===== config.mk =====
export PLATFORM = sky130hd
export DESIGN_NAME = aes_shift_mix_seq
export DESIGN_NICKNAME = d
export VERILOG_FILES = /design/src/rtl/aes_shift_mix_seq.sv
export SDC_FILE = /design/constraint.sdc
export NUM_CORES = 1
export LEC_CHECK = 0
export ABC_CLOCK_PERIOD_IN_PS = 3900
export CAP_MARGIN = 10
export CORE_ASPECT_RATIO = 0.75
export CORE_UTILIZATION = 55
export DETAILED_ROUTE_END_ITERATION = 7
export PLACE_DENSITY = 0.86
export SYNTH_ARGS = -nofsm -noshare
export SYNTH_HDL_FRONTEND = slang
export SYNTH_SLANG_ARGS = --single-unit

===== constraint.sdc =====
create_clock -name clk -period 3.9 [get_ports clk]
set_input_delay 1.17 -clock clk [delete_from_list [all_inputs] [get_ports clk]]
set_output_delay 1.17 -clock clk [all_outputs]
set_load 0.01 [all_outputs]

===== src/rtl/aes_shift_mix_seq.sv =====
// AES ShiftRows + MixColumns round stage: one state at a time, MixColumns spread over
// 4/COLS_PER_CYCLE cycles, result held in DONE until the consumer takes it.
module aes_shift_mix_seq #(
  parameter int unsigned COLS_PER_CYCLE = 1
) (
  input  logic         clk,
  input  logic         rst_n,
  input  logic         in_valid,
  output logic         in_ready,
  input  logic [127:0] in_state,
  input  logic         in_last,
  output logic         out_valid,
  input  logic         out_ready,
  output logic [127:0] out_state
);

  generate
    if (!(COLS_PER_CYCLE == 1 || COLS_PER_CYCLE == 2 || COLS_PER_CYCLE == 4)) begin : g_bad_cols
      $error("aes_shift_mix_seq: COLS_PER_CYCLE must be 1, 2 or 4");
    end
  endgenerate

  localparam logic [1:0] S_IDLE = 2'd0;
  localparam logic [1:0] S_MIX  = 2'd1;
  localparam logic [1:0] S_DONE = 2'd2;

  // Step of 4 truncates to 0, so a single MIX cycle wraps the counter immediately.
  localparam logic [1:0] ColStep = COLS_PER_CYCLE[1:0];

  function automatic logic [7:0] xtime(input logic [7:0] x);
    return {x[6:0], 1'b0} ^ (x[7] ? 8'h1b : 8'h00);
  endfunction

  function automatic logic [31:0] mix_col(input logic [31:0] a);
    logic [7:0] a0, a1, a2, a3;
    a0 = a[31:24];
    a1 = a[23:16];
    a2 = a[15:8];
    a3 = a[7:0];
    return {xtime(a0) ^ xtime(a1) ^ a1 ^ a2 ^ a3,
            xtime(a1) ^ xtime(a2) ^ a2 ^ a3 ^ a0,
            xtime(a2) ^ xtime(a3) ^ a3 ^ a0 ^ a1,
            xtime(a3) ^ xtime(a0) ^ a0 ^ a1 ^ a2};
  endfunction

  function automatic logic [127:0] shift_rows(input logic [127:0] s);
    logic [127:0] res;
    res = '0;
    for (int c = 0; c < 4; c++) begin
      for (int r = 0; r < 4; r++) begin
        res[127-8*(4*c+r) -: 8] = s[127-8*(4*((c+r)%4)+r) -: 8];
      end
    end
    return res;
  endfunction

  logic [1:0]   r_state;
  logic [127:0] r_work;
  logic [1:0]   r_col;
  logic         r_last;

  logic [1:0]   w_state_nxt;
  logic [127:0] w_work_nxt;
  logic [1:0]   w_col_nxt;
  logic         w_last_nxt;
  logic [1:0]   w_col_inc;
  logic [127:0] w_mixed;

  assign w_col_inc = r_col + ColStep;

  // Column g is in this cycle's window when (g - col) mod 4 < COLS_PER_CYCLE.
  for (genvar g = 0; g < 4; g++) begin : g_col
    logic [1:0] w_rel;
    logic       w_sel;
    assign w_rel = 2'(g) - r_col;
    assign w_sel = {30'd0, w_rel} < COLS_PER_CYCLE;
    assign w_mixed[127-32*g -: 32] = w_sel ? mix_col(r_work[127-32*g -: 32])
                                           : r_work[127-32*g -: 32];
  end

  always_comb begin
    w_state_nxt = r_state;
    w_work_nxt  = r_work;
    w_col_nxt   = r_col;
    w_last_nxt  = r_last;
    case (r_state)
      S_IDLE: begin
        if (in_valid) begin
          w_work_nxt  = shift_rows(in_state);
          w_last_nxt  = in_last;
          w_col_nxt   = 2'd0;
          w_state_nxt = in_last ? S_DONE : S_MIX;
        end
      end
      S_MIX: begin
        if (!r_last) w_work_nxt = w_mixed;
        w_col_nxt = w_col_inc;
        if (w_col_inc == 2'd0) w_state_nxt = S_DONE;
      end
      S_DONE: begin
        if (out_ready) w_state_nxt = S_IDLE;
      end
      default: w_state_nxt = S_IDLE;
    endcase
  end

  always_ff @(posedge clk or negedge rst_n) begin
    if (!rst_n) begin
      r_state <= S_IDLE;
      r_work  <= '0;
      r_col   <= 2'd0;
      r_last  <= 1'b0;
    end else begin
      r_state <= w_state_nxt;
      r_work  <= w_work_nxt;
      r_col   <= w_col_nxt;
      r_last  <= w_last_nxt;
    end
  end

  assign in_ready  = (r_state == S_IDLE);
  assign out_valid = (r_state == S_DONE);
  assign out_state = r_work;

endmodule


# Word-level counts from Yosys, hierarchy flattened
# Index checks and enable logic that the tools add are counted.
# word_totals
register_bits,133
in_bits,133
out_inout_bits,130
wordCells,146
# classes
addsub,5
n_lt_le_gt_ge,4
n_eq_ne,10
n_mux,30
bitwise,80
reduce_logical,10
# ops
operator,n
$xor 8x8->8,64
$mux 128,2
$pmux 128 s2,1
$mux 32,4
$xor 8x5->8,16
$mux 5,16
$reduce_and 4->1,4
$ne 2x2->1 const B,7
$mux 2,5
$lt 2x1->1 const B,4
$pmux 2 s3,1
$logic_not 2->1,2
$pmux 2 s2,1
$reduce_and 2->1,2
$sub 1x2->2 const A,2
$sub 2x2->2 const A,2
$reduce_and 3->1,1
$add 2x1->2 const B,1
$eq 2x1->1 const B,1
$eq 2x2->1 const B,1
$ne 2x1->1 const B,1
$reduce_bool 2->1,1

# Depth between registers and ports, before layout
# Gate-level depths: netlist of the first run.
# logic_depth
word_depth,9
ltp_mapped,8
ltp_nobuf,6

# Worst setup path after synthesis of the first run
# Ideal clock, no wire load.
# synth_path
path_kind,input to register
startpoint,in in_valid
endpoint,"reg r_work[107], in the netlist out_state[107]"
arrival_ps,2160
slack_ps,1610
path_stages,6
path_buffers,3
path_cell_list,nand2b_1 > buf_2 > a21oi_2 > buf_2 > buf_2 > a31oi_1
# synth_via
elab_chain_len,2
# synth_lines
element,line,source
start: declaration,8,"input logic in_valid,"
$ne 2x2->1 (no source line),-,
$reduce_and 4->1 (no source line),-,
end signal: assignment,115,r_work <= w_work_nxt;
end: declaration,58,logic [127:0] r_work;
# No other way between the ends.
# A chain may end at the register's enable or synchronous reset.

# Worst setup path in the final report of the first run
# layout_path
startpoint,reg r_state[0]
endpoint,out out_valid
# layout_via
elab_chain_len,1
# layout_lines
element,line,source
start: declaration,57,logic [1:0] r_state;
start signal: assignment,114,r_state <= w_state_nxt;
$eq 2x2->1,122,assign out_valid = (r_state == S_DONE);
end: declaration,12,"output logic out_valid,"
# No other way between the ends.

==> key figures, run 1 <==
CTS
  – Resized Gates After CTS: 0
  – Clock tree root driver cell: sky130_fd_sc_hd__clkbuf_16
  – Number of CTS-inserted buffers: 17
  – H-tree depth: 4
  – CTS clk-pin slew, worst paths: 60 ps
  – Latest clock arrival within the worst-skew pair: 420 ps
  – CTS tree: yes
  – Sink count of the clock tree: 133
  – Post-CTS Hold Buffers: 0
  – Maximum buffer depth of the clock tree: 2
  – Number of buffers inserted to repair setup after CTS: 0

Cells and area
  – Area growth from synthesis to final layout: 29.8%
  – Number of nets at the end of the flow: 1,427
  – Filler cell count: 1,304
  – Sequential Area: 3330 um^2
  – Fraction of layout instances using a drive strength above 1: 0.0576
  – Area taken by multi-input logic gates: 7520 um^2
  – Number of antenna cells inserted: 0
  – Final Core Density: 0.742
  – Count of non-filler cells in the finished layout: 1,555

Logic synthesis
  – Per-instance average area after synthesis: 10.4 um^2
  – Main flop type after synthesis: sky130_fd_sc_hd__dfrtp_1
  – Sequential cell area fraction in the yosys report: 0.295
  – Number of enable flip-flop cells after synthesis: 0
  – Net Count, Synth: 1,223
  – Share of Yosys cell area claimed by the top area cell type: 0.295
  – Unique masters post-synth: 36
  – Leading area contributor after synthesis: sky130_fd_sc_hd__dfrtp_1
  – Summed instance area of the synthesized netlist: 11,300 um^2
  – Number of storage elements in the synthesis netlist: 133
  – Top cells by area in the synthesized netlist: sky130_fd_sc_hd__dfrtp_1 (30%), sky130_fd_sc_hd__xnor3_1 (24%), sky130_fd_sc_hd__xnor2_1 (8.2%)
  – Commonest cells post-synth: sky130_fd_sc_hd__nand2_1 (232), sky130_fd_sc_hd__dfrtp_1 (133), sky130_fd_sc_hd__xnor3_1 (122), sky130_fd_sc_hd__nor2_1 (110)
  – Number of warnings printed during yosys synthesis: 0
  – Post-synthesis cell count: 1,086
  – Proportion of register bits with asynchronous set or reset after synthesis: 1.00
  – Cell with the most instances after synthesis: sky130_fd_sc_hd__nand2_1

Timing
  – Final setup fails: 0
  – Clock skew: 11.7 ps
  – Fmax: 327 MHz
  – Final Cycle Share: 0.784
  – Final critical-path required period: 3060 ps
  – Transition at the pin with the smallest max-transition slack: 867 ps
  – Unrepaired setup endpoints after global routing: no
  – Final setup TNS: 0 ps
  – Number of hold-slack violations in the final timing report: 0
  – Relative slew margins: 0.422
  – Number of pins exceeding their max-slew limit in the final report: 0
  – Worst Setup Slack, final: 844 ps

GRT
  – Maximum number of pins on one net before global-route repair: 79
  – Wire length of the first global-routing pass: 47,100 um
  – Initial antenna violation count: 1
  – Via count of the first global-routing pass: 8,664
  – Total gr overflow: 0
  – Global-route usage over all layers: 0.285

Die
  – Site Rows: 44
  – Effective utilization at floorplan: 0.572
  – Core region area: 19,700 um^2
  – Die area: 21,100 um^2
  – # IOs: 263
  – Die span in y: 126 um
  – Die width: 167 um

Setup path
  – Type of origin of the critical path: register
  – Required time at the worst-slack endpoint: 2730 ps
  – Length in cells of the worst reg-to-reg path: 6
  – Max Fanout on Critical Path: 10
  – Register-to-register setup slack: 1470 ps
  – Data arrival time of the critical path: 1890 ps
  – Category of the worst setup path capture point: output port
  – Capturing element of the worst setup path: out_valid
  – Critical path type: register to output port
  – Origin of the critical flop-to-flop path: r_state[0]
  – Critical R2R Capture: out_state[4]
  – Crit path launch: r_state[0]

Route
  – Total number of vias: 8,645
  – Number of iterations in the first detailed-routing pass: 5
  – Count of unresolved DRC violations after routing: 0
  – Number of nets still failing antenna checks after routing: 0
  – Number of DRC markers after the initial detailed-route iteration: 749
  – Routed length per instance: 18.8 um
  – Vias per Instance: 5.56
  – Total Wirelength: 29,200 um

Placed design
  – Detailed Place HPWL: 20,900 um
  – Final GP Congestion: 0.855
  – Number of port buffers: 262
  – Instance count after placement with tap cells included: 1,524
  – Worst Setup Slack post-DPL: 606 ps

Outcome
  – Run status: finished, final reports clean

Flow run
  – Maximum Capacitance Violations: 0

Min path
  – Path class of the lowest-slack min-delay path: register to register
  – Hold Crit Start: r_col[1]

Power
  – Leakage power: 6.98 nW
  – Power density over the cells: 1320 nW/um^2
  – Peak VDD IR: 0.000597 V
[critical path, stage by stage (launching register included)]
cell                              delay (ps)
sky130_fd_sc_hd__dfrtp_1                 520
sky130_fd_sc_hd__buf_4                   240
sky130_fd_sc_hd__nor2b_1                 110
sky130_fd_sc_hd__clkdlybuf4s50_1         600
[kinds of logic after synthesis]
family	after synthesis	share of synthesized area
simple gates	357	0.122
compound gates	143	0.0845
mux	20	0.0180
xor+xnor	316	0.434
fa+ha+maj	4	0.00444
buf+inv	113	0.0413
flops	133	0.295
[per-stage QoR]
| step | cell area [um^2] | hold WS, ps | power (W) |
|---|---|---|---|
| floorplan | 11300 | 512 | 0.0143 |
| global placement | 14100 | 542 | 0.0172 |
| detailed placement | 14100 | 549 | 0.0176 |
| CTS | 14600 | 567 | 0.0193 |
| global route | 14600 | 596 | 0.0206 |
| finish | 14600 | 566 | 0.0193 |
[power by group]
part / leakage [nW] / switching (W) / internal, W
clock: 0.276 / 0.000624 / 0.000969
sequential: 1.50 / 0.00159 / 0.00208
combinational: 5.21 / 0.00533 / 0.00872
[layout make-up]
| type | instances | share of cell area |
|---|---|---|
| Clock buffer | 22 | 0.0317 |
| Clock inverter | 9 | 0.00710 |
| Inverter | 19 | 0.00488 |
| Multi-Input combinational cell | 840 | 0.514 |
| Sequential cell | 133 | 0.228 |
| Tap cell | 253 | 0.0216 |
| Timing Repair Buffer | 279 | 0.193 |
[worst min path at each step]
stage	end	slack [ps]	cells past startpoint
floorplan	r_last	510	1
global placement	r_col[0]	540	2
detailed placement	r_col[1]	550	1
CTS	r_col[0]	570	1
global route	r_col[1]	600	1
finish	r_col[1]	570	1
[flip-flops by register name, indices dropped and copies added, names as in the netlist]
signal	flops
r_last	1
r_state	2
r_col	2
out_state	128
[routing by layer]
layer	GRT usage	wire length, um
met5	0	12
met4	0.0621	249
met3	0.0629	2180
met2	0.450	13700
met1	0.407	13100
[cell usage in the layout (no fill, tap or decap), drive strengths merged, types with 2 or more instances in the layout]
cell type,count
buf,18
a221o,3
nor2,110
inv,19
clkinv,5
clkinvlp,2
clkdlybuf4s50,261
o21ai,5
nor3,2
and2,2
clkbuf,22
mux2i,18
a31o,15
nand2,232
nor2b,5
nand3b,4
xnor3,122
mux2,2
a21oi,9
xnor2,114
a31oi,105
xor3,25
nand2b,2
ha,4
dfrtp,133
xor2,55
bufinv,2
No activity file was read; power rests on OpenSTA's default activity.
==> run 2: changes to the inputs <==
- ABC_CLOCK_PERIOD_IN_PS: 3900 -> 2700
- CORE_UTILIZATION: 55 -> 47
- PLACE_DENSITY: 0.86 -> 0.78
- clock period: 3.9 -> 2.7 ns (I/O delays scaled with it)
==> run 2 against run 1 <==
Non-clock buffer count is 9 higher. Critical path type unchanged. Sequential share of layout area is 0.32 points lower. Combinational power is 45% higher. Clock power is 53% higher. Highest routed layer is now met4.
==> key figures, run 2 (same netlist as run 1, synthesis figures left out) <==
Setup path
  – Required time at the worst-slack endpoint: 1890 ps
  – Length in cells of the worst reg-to-reg path: 6
  – Origin of the critical flop-to-flop path: r_state[1]
  – Register-to-register setup slack: 700 ps
  – Critical Path Max Stage Delay: 650 ps
  – Critical R2R Capture: out_state[60]
  – Critical path depth in cells: 1
  – Type of origin of the critical path: register
  – Slowest CP cell: sky130_fd_sc_hd__dfrtp_1
  – Capturing element of the worst setup path: out_state[103]
  – Critical path type: register to output port
  – Category of the worst setup path capture point: output port
  – Crit-path cells: clkdlybuf4s50_1
  – Max Fanout on Critical Path: 8
  – Crit path launch: out_state[103]
  – Cell family with most CP delay: flip-flops
  – Data arrival time of the critical path: 1710 ps
  – Number of buffer and inverter stages on the critical path: 1

Timing
  – Final setup TNS: 0 ps
  – Clock skew: 10.4 ps
  – Final Cycle Share: 0.935
  – Number of pins exceeding their max-slew limit in the final report: 0
  – Worst Setup Slack, final: 176 ps
  – Relative slew margins: 0.594
  – Fmax: 396 MHz
  – Final critical-path required period: 2520 ps
  – Unrepaired setup endpoints after global routing: no
  – Worst hold slack: 313 ps
  – Number of hold-slack violations in the final timing report: 0
  – Final setup fails: 0
  – Transition at the pin with the smallest max-transition slack: 605 ps

Power
  – Flop pwr share: 0.186
  – Leakage power: 7.05 nW
  – Design internal power: 0.0172 W
  – Part of the total power dissipated in combinational logic: 0.727
  – Relative contribution of the clock network to total power: 0.087
  – Final Power: 0.0281 W
  – Power density over the cells: 1890 nW/um^2
  – Peak VDD IR: 0.000827 V
  – Proportion of total power due to net switching: 0.388
  – Net switching power of the design: 0.0109 W

Cells and area
  – Leading cell type in the layout, fill and taps excluded: sky130_fd_sc_hd__clkdlybuf4s50_1
  – Filler cell count: 1,837
  – Number of nets at the end of the flow: 1,436
  – Count of non-filler cells in the finished layout: 1,613
  – Area growth from synthesis to final layout: 31.6%
  – Fraction of layout instances using a drive strength above 1: 0.0664
  – Number of flip-flops in the largest register: 128
  – Leading cell types in the layout, fill and taps excluded: sky130_fd_sc_hd__clkdlybuf4s50_1 (261), sky130_fd_sc_hd__nand2_1 (232), sky130_fd_sc_hd__dfrtp_1 (133), sky130_fd_sc_hd__xnor3_1 (122), sky130_fd_sc_hd__nor2_1 (110)

Placed design
  – Number of port buffers: 262
  – Worst Setup Slack post-DPL: 211 ps
  – Detailed Place HPWL: 21,800 um
  – Final GP Congestion: 0.850
  – Instance count after placement with tap cells included: 1,580

Min path
  – Path class of the lowest-slack min-delay path: input pin to asynchronous set/reset pin

CTS
  – H-tree depth: 4
  – CTS tree: yes
  – Number of buffers inserted to repair setup after CTS: 0
  – Latest clock arrival within the worst-skew pair: 420 ps
  – Clock tree root driver cell: sky130_fd_sc_hd__clkbuf_16
  – Maximum buffer depth of the clock tree: 2
  – Post-CTS Hold Buffers: 0
  – Sink count of the clock tree: 133
  – Resized Gates After CTS: 0
  – CTS clk-pin slew, worst paths: 60 ps
  – Number of CTS-inserted buffers: 17

Die
  – Die span in y: 136 um
  – Core region area: 23,200 um^2
  – Effective utilization at floorplan: 0.485
  – Site Rows: 48
  – Die area: 24,600 um^2
  – Die width: 181 um
  – # IOs: 263

GRT
  – Via count of the first global-routing pass: 8,508
  – Wire length of the first global-routing pass: 47,600 um
  – Total gr overflow: 0
  – Global-route usage over all layers: 0.249
  – Initial antenna violation count: 2
  – Maximum number of pins on one net before global-route repair: 78

Outcome
  – Run status: finished, final reports clean

Flow run
  – Maximum Capacitance Violations: 0

Route
  – Total number of vias: 8,721
  – Routed length per instance: 18.6 um
  – Number of nets still failing antenna checks after routing: 0
  – Number of iterations in the first detailed-routing pass: 5
  – Number of DRC markers after the initial detailed-route iteration: 578
  – Count of unresolved DRC violations after routing: 0
  – Vias per Instance: 5.41
  – Total Wirelength: 30,000 um
run 2: cell types whose count changed in the layout (fill, tap and decap cells not counted), sizes merged:
cell	before	now
diode	0	2
clkinvlp	2	3
inv	19	20
bufinv	2	3
clkbuf	22	19
buf	18	27
run 2: area by class of cell:
type / instances / area, um^2 / area share
Antenna cell: 2 / 5.00 / 0.000337
Sequential cell: 133 / 3330 / 0.224
Clock buffer: 19 / 453 / 0.0305
Timing Repair Buffer: 288 / 2930 / 0.198
Multi-Input combinational cell: 840 / 7520 / 0.507
Tap cell: 300 / 375 / 0.0253
Inverter: 19 / 71.3 / 0.00481
Clock inverter: 12 / 154 / 0.0104
run 2: worst min path at each step:
| stage | startpoint | end | slack (ps) |
|---|---|---|---|
| final | rst_n | out_state[48] | 310 |
| after CTS | rst_n | out_state[56] | 310 |
| after global routing | rst_n | out_state[48] | 330 |
| after global placement | r_col[0] | r_col[0] | 540 |
| after floorplan | rst_n | out_state[0] | 510 |
| after detailed placement | r_col[0] | r_col[0] | 550 |
run 2: through the flow:
step                      utilization  cell area (um^2)
final                           0.638             14800
after detailed placement        0.612             14200
after floorplan                     -             11300
after global placement          0.612             14200
after CTS                       0.638             14800
after global routing            0.638             14800
run 2: power by group through the flow:
stage / Combinational (W) / Sequential (W) / Clock [W]
2_1_floorplan: 0.0159 / 0.00467 / 0
6_report: 0.0204 / 0.00522 / 0.00244
5_1_grt: 0.0221 / 0.00542 / 0.00258
4_1_cts: 0.0205 / 0.00523 / 0.00248
3_3_place_gp: 0.0199 / 0.00519 / 0
3_5_place_dp: 0.0203 / 0.00524 / 0
run 2: layer usage:
metal	vias up	track usage	share of wire
met3	31	0.0490	0.066
met2	341	0.380	0.46
met5	-	0	0
met4	0	0.0760	0.020
met1	4278	0.358	0.46
li1	4071	-	-
==> run 3: changes to the inputs <==
- PLACE_DENSITY: 0.78 -> 0.81
- SETUP_SLACK_MARGIN: default -> 0.1
==> run 3 against run 2 <==
Sequential power increased by 1%. Sequential cell count is the same. Clock power decreased by 9.8%. Non-clock buffer count shrank 4. Sequential share of layout area up 0.20 points. Final cell count shrank 0.31%. Clock skew grew 5.9 ps. Global-route usage fell by 0.79 points. Critical path type unchanged. Worst hold slack improved by 3.0 ps. Routed wire length is 2.7% lower. Via count is 1.4% lower.
==> key figures, run 3 (same netlist as run 1, synthesis figures left out) <==
Cells and area
  – Final Core Density: 0.633
  – Fraction of layout instances using a drive strength above 1: 0.0604
  – Count of non-filler cells in the finished layout: 1,608
  – Fin area: 14,700 um^2
  – Area growth from synthesis to final layout: 30.5%
  – Leading cell types in the layout, fill and taps excluded: sky130_fd_sc_hd__clkdlybuf4s50_1 (261), sky130_fd_sc_hd__nand2_1 (232), sky130_fd_sc_hd__dfrtp_1 (133), sky130_fd_sc_hd__xnor3_1 (122), sky130_fd_sc_hd__nor2_1 (110)
  – Leading cell type in the layout, fill and taps excluded: sky130_fd_sc_hd__clkdlybuf4s50_1
  – Number of flip-flops in the largest register: 128
  – Number of nets at the end of the flow: 1,432

Power
  – Leakage power: 6.99 nW
  – Power density over the cells: 1880 nW/um^2
  – Peak VDD IR: 0.000966 V

Timing
  – Final critical-path required period: 2520 ps
  – Relative slew margins: 0.626
  – Final Cycle Share: 0.935
  – Number of hold-slack violations in the final timing report: 0
  – Number of pins exceeding their max-slew limit in the final report: 0
  – Final setup TNS: 0 ps
  – Fmax: 396 MHz
  – Final setup fails: 0
  – Transition at the pin with the smallest max-transition slack: 561 ps
  – Unrepaired setup endpoints after global routing: no
  – Clock skew: 16.3 ps

Setup path
  – Slowest CP cell: sky130_fd_sc_hd__dfrtp_1
  – Number of buffer and inverter stages on the critical path: 1
  – Category of the worst setup path capture point: output port
  – Crit-path cells: clkdlybuf4s50_1
  – Data arrival time of the critical path: 1710 ps
  – Cell family with most CP delay: flip-flops
  – Critical path type: register to output port
  – Max Fanout on Critical Path: 8
  – Critical Path Max Stage Delay: 650 ps
  – Required time at the worst-slack endpoint: 1890 ps
  – Type of origin of the critical path: register

Die
  – Die area: 24,600 um^2
  – Effective utilization at floorplan: 0.485
  – Die span in y: 136 um
  – Core region area: 23,200 um^2
  – # IOs: 263
  – Site Rows: 48
  – Die width: 181 um

GRT
  – Maximum number of pins on one net before global-route repair: 82
  – Wire length of the first global-routing pass: 46,300 um
  – Initial antenna violation count: 2
  – Global-route usage over all layers: 0.241
  – Total gr overflow: 0
  – Via count of the first global-routing pass: 8,423

Route
  – Vias per Instance: 5.35
  – Number of DRC markers after the initial detailed-route iteration: 622
  – Count of unresolved DRC violations after routing: 0
  – Total Wirelength: 29,100 um
  – Number of iterations in the first detailed-routing pass: 5
  – Total number of vias: 8,597
  – Number of nets still failing antenna checks after routing: 0
  – Routed length per instance: 18.1 um

CTS
  – Sink count of the clock tree: 133
  – CTS clk-pin slew, worst paths: 60 ps
  – Latest clock arrival within the worst-skew pair: 420 ps
  – Clock tree root driver cell: sky130_fd_sc_hd__clkbuf_16
  – Maximum buffer depth of the clock tree: 2
  – Resized Gates After CTS: 0
  – Post-CTS Hold Buffers: 0
  – Number of buffers inserted to repair setup after CTS: 0
  – Number of CTS-inserted buffers: 17
  – CTS tree: yes
  – H-tree depth: 4

Placed design
  – Number of port buffers: 262
  – Placed standard-cell area: 14,200 um^2
  – Instance count after placement with tap cells included: 1,576
  – Final GP Congestion: 0.878
  – Detailed Place HPWL: 21,100 um

Min path
  – Path class of the lowest-slack min-delay path: input pin to asynchronous set/reset pin

Outcome
  – Run status: finished, final reports clean

Flow run
  – Maximum Capacitance Violations: 0
## run 3: cell types whose count changed in the layout (fill, tap and decap cells not counted), moves of 2 or more
cell / previous run / this run
sky130_fd_sc_hd__buf_12: 9 / 7
sky130_fd_sc_hd__buf_4: 17 / 15
sky130_fd_sc_hd__bufinv_16: 3 / 1
sky130_fd_sc_hd__clkbuf_1: 0 / 4
## run 3: cell type report
| class | instances | area [um^2] |
|---|---|---|
| fill | 1814 | 8540 |
| multi-input combinational | 840 | 7520 |
| sequential | 133 | 3330 |
| timing repair buffer | 284 | 2880 |
| clock buffer | 22 | 454 |
| tap | 300 | 375 |
| clock inverter | 9 | 81.3 |
| inverter | 19 | 71.3 |
| antenna | 1 | 2.50 |
## run 3: metal layers
layer,up-vias,part of all wire,global-route usage
met5,-,0.00041,0
met1,4171,0.46,0.343
met2,341,0.46,0.374
met4,2,0.014,0.0674
li1,4053,-,-
met3,30,0.072,0.0506
## run 3: stage by stage
stage / power [W] / worst slack (ps) / hold slack, ps
after global routing: 0.0296 / 111 / 338
final: 0.0277 / 175 / 316
after global placement: 0.0250 / 103 / 541
after detailed placement: 0.0255 / 23.5 / 563
after floorplan: 0.0206 / 770 / 512
after CTS: 0.0278 / 159 / 334
## run 3: worst paths after layout
path	slack (ps)	startpoint	cells past startpoint	to
hold / removal	320	rst_n	1	out_state[106]
min in group clk	570	r_col[1]	1	r_col[1]
hold reg to reg	570	r_col[1]	1	r_col[1]
setup / recovery	180	out_state[103]	1	out_state[103]
setup reg to reg	730	r_state[1]	6	out_state[44]
max in group asynchronous	1630	rst_n	2	out_state[12]
## run 3: power breakdown
group | total, W | internal (W) | switching [W]
clock | 0.00220 | 0.00128 | 0.000915
combinational | 0.0202 | 0.0126 | 0.00759
sequential | 0.00527 | 0.00301 | 0.00226
total | 0.0277 | 0.0169 | 0.0108
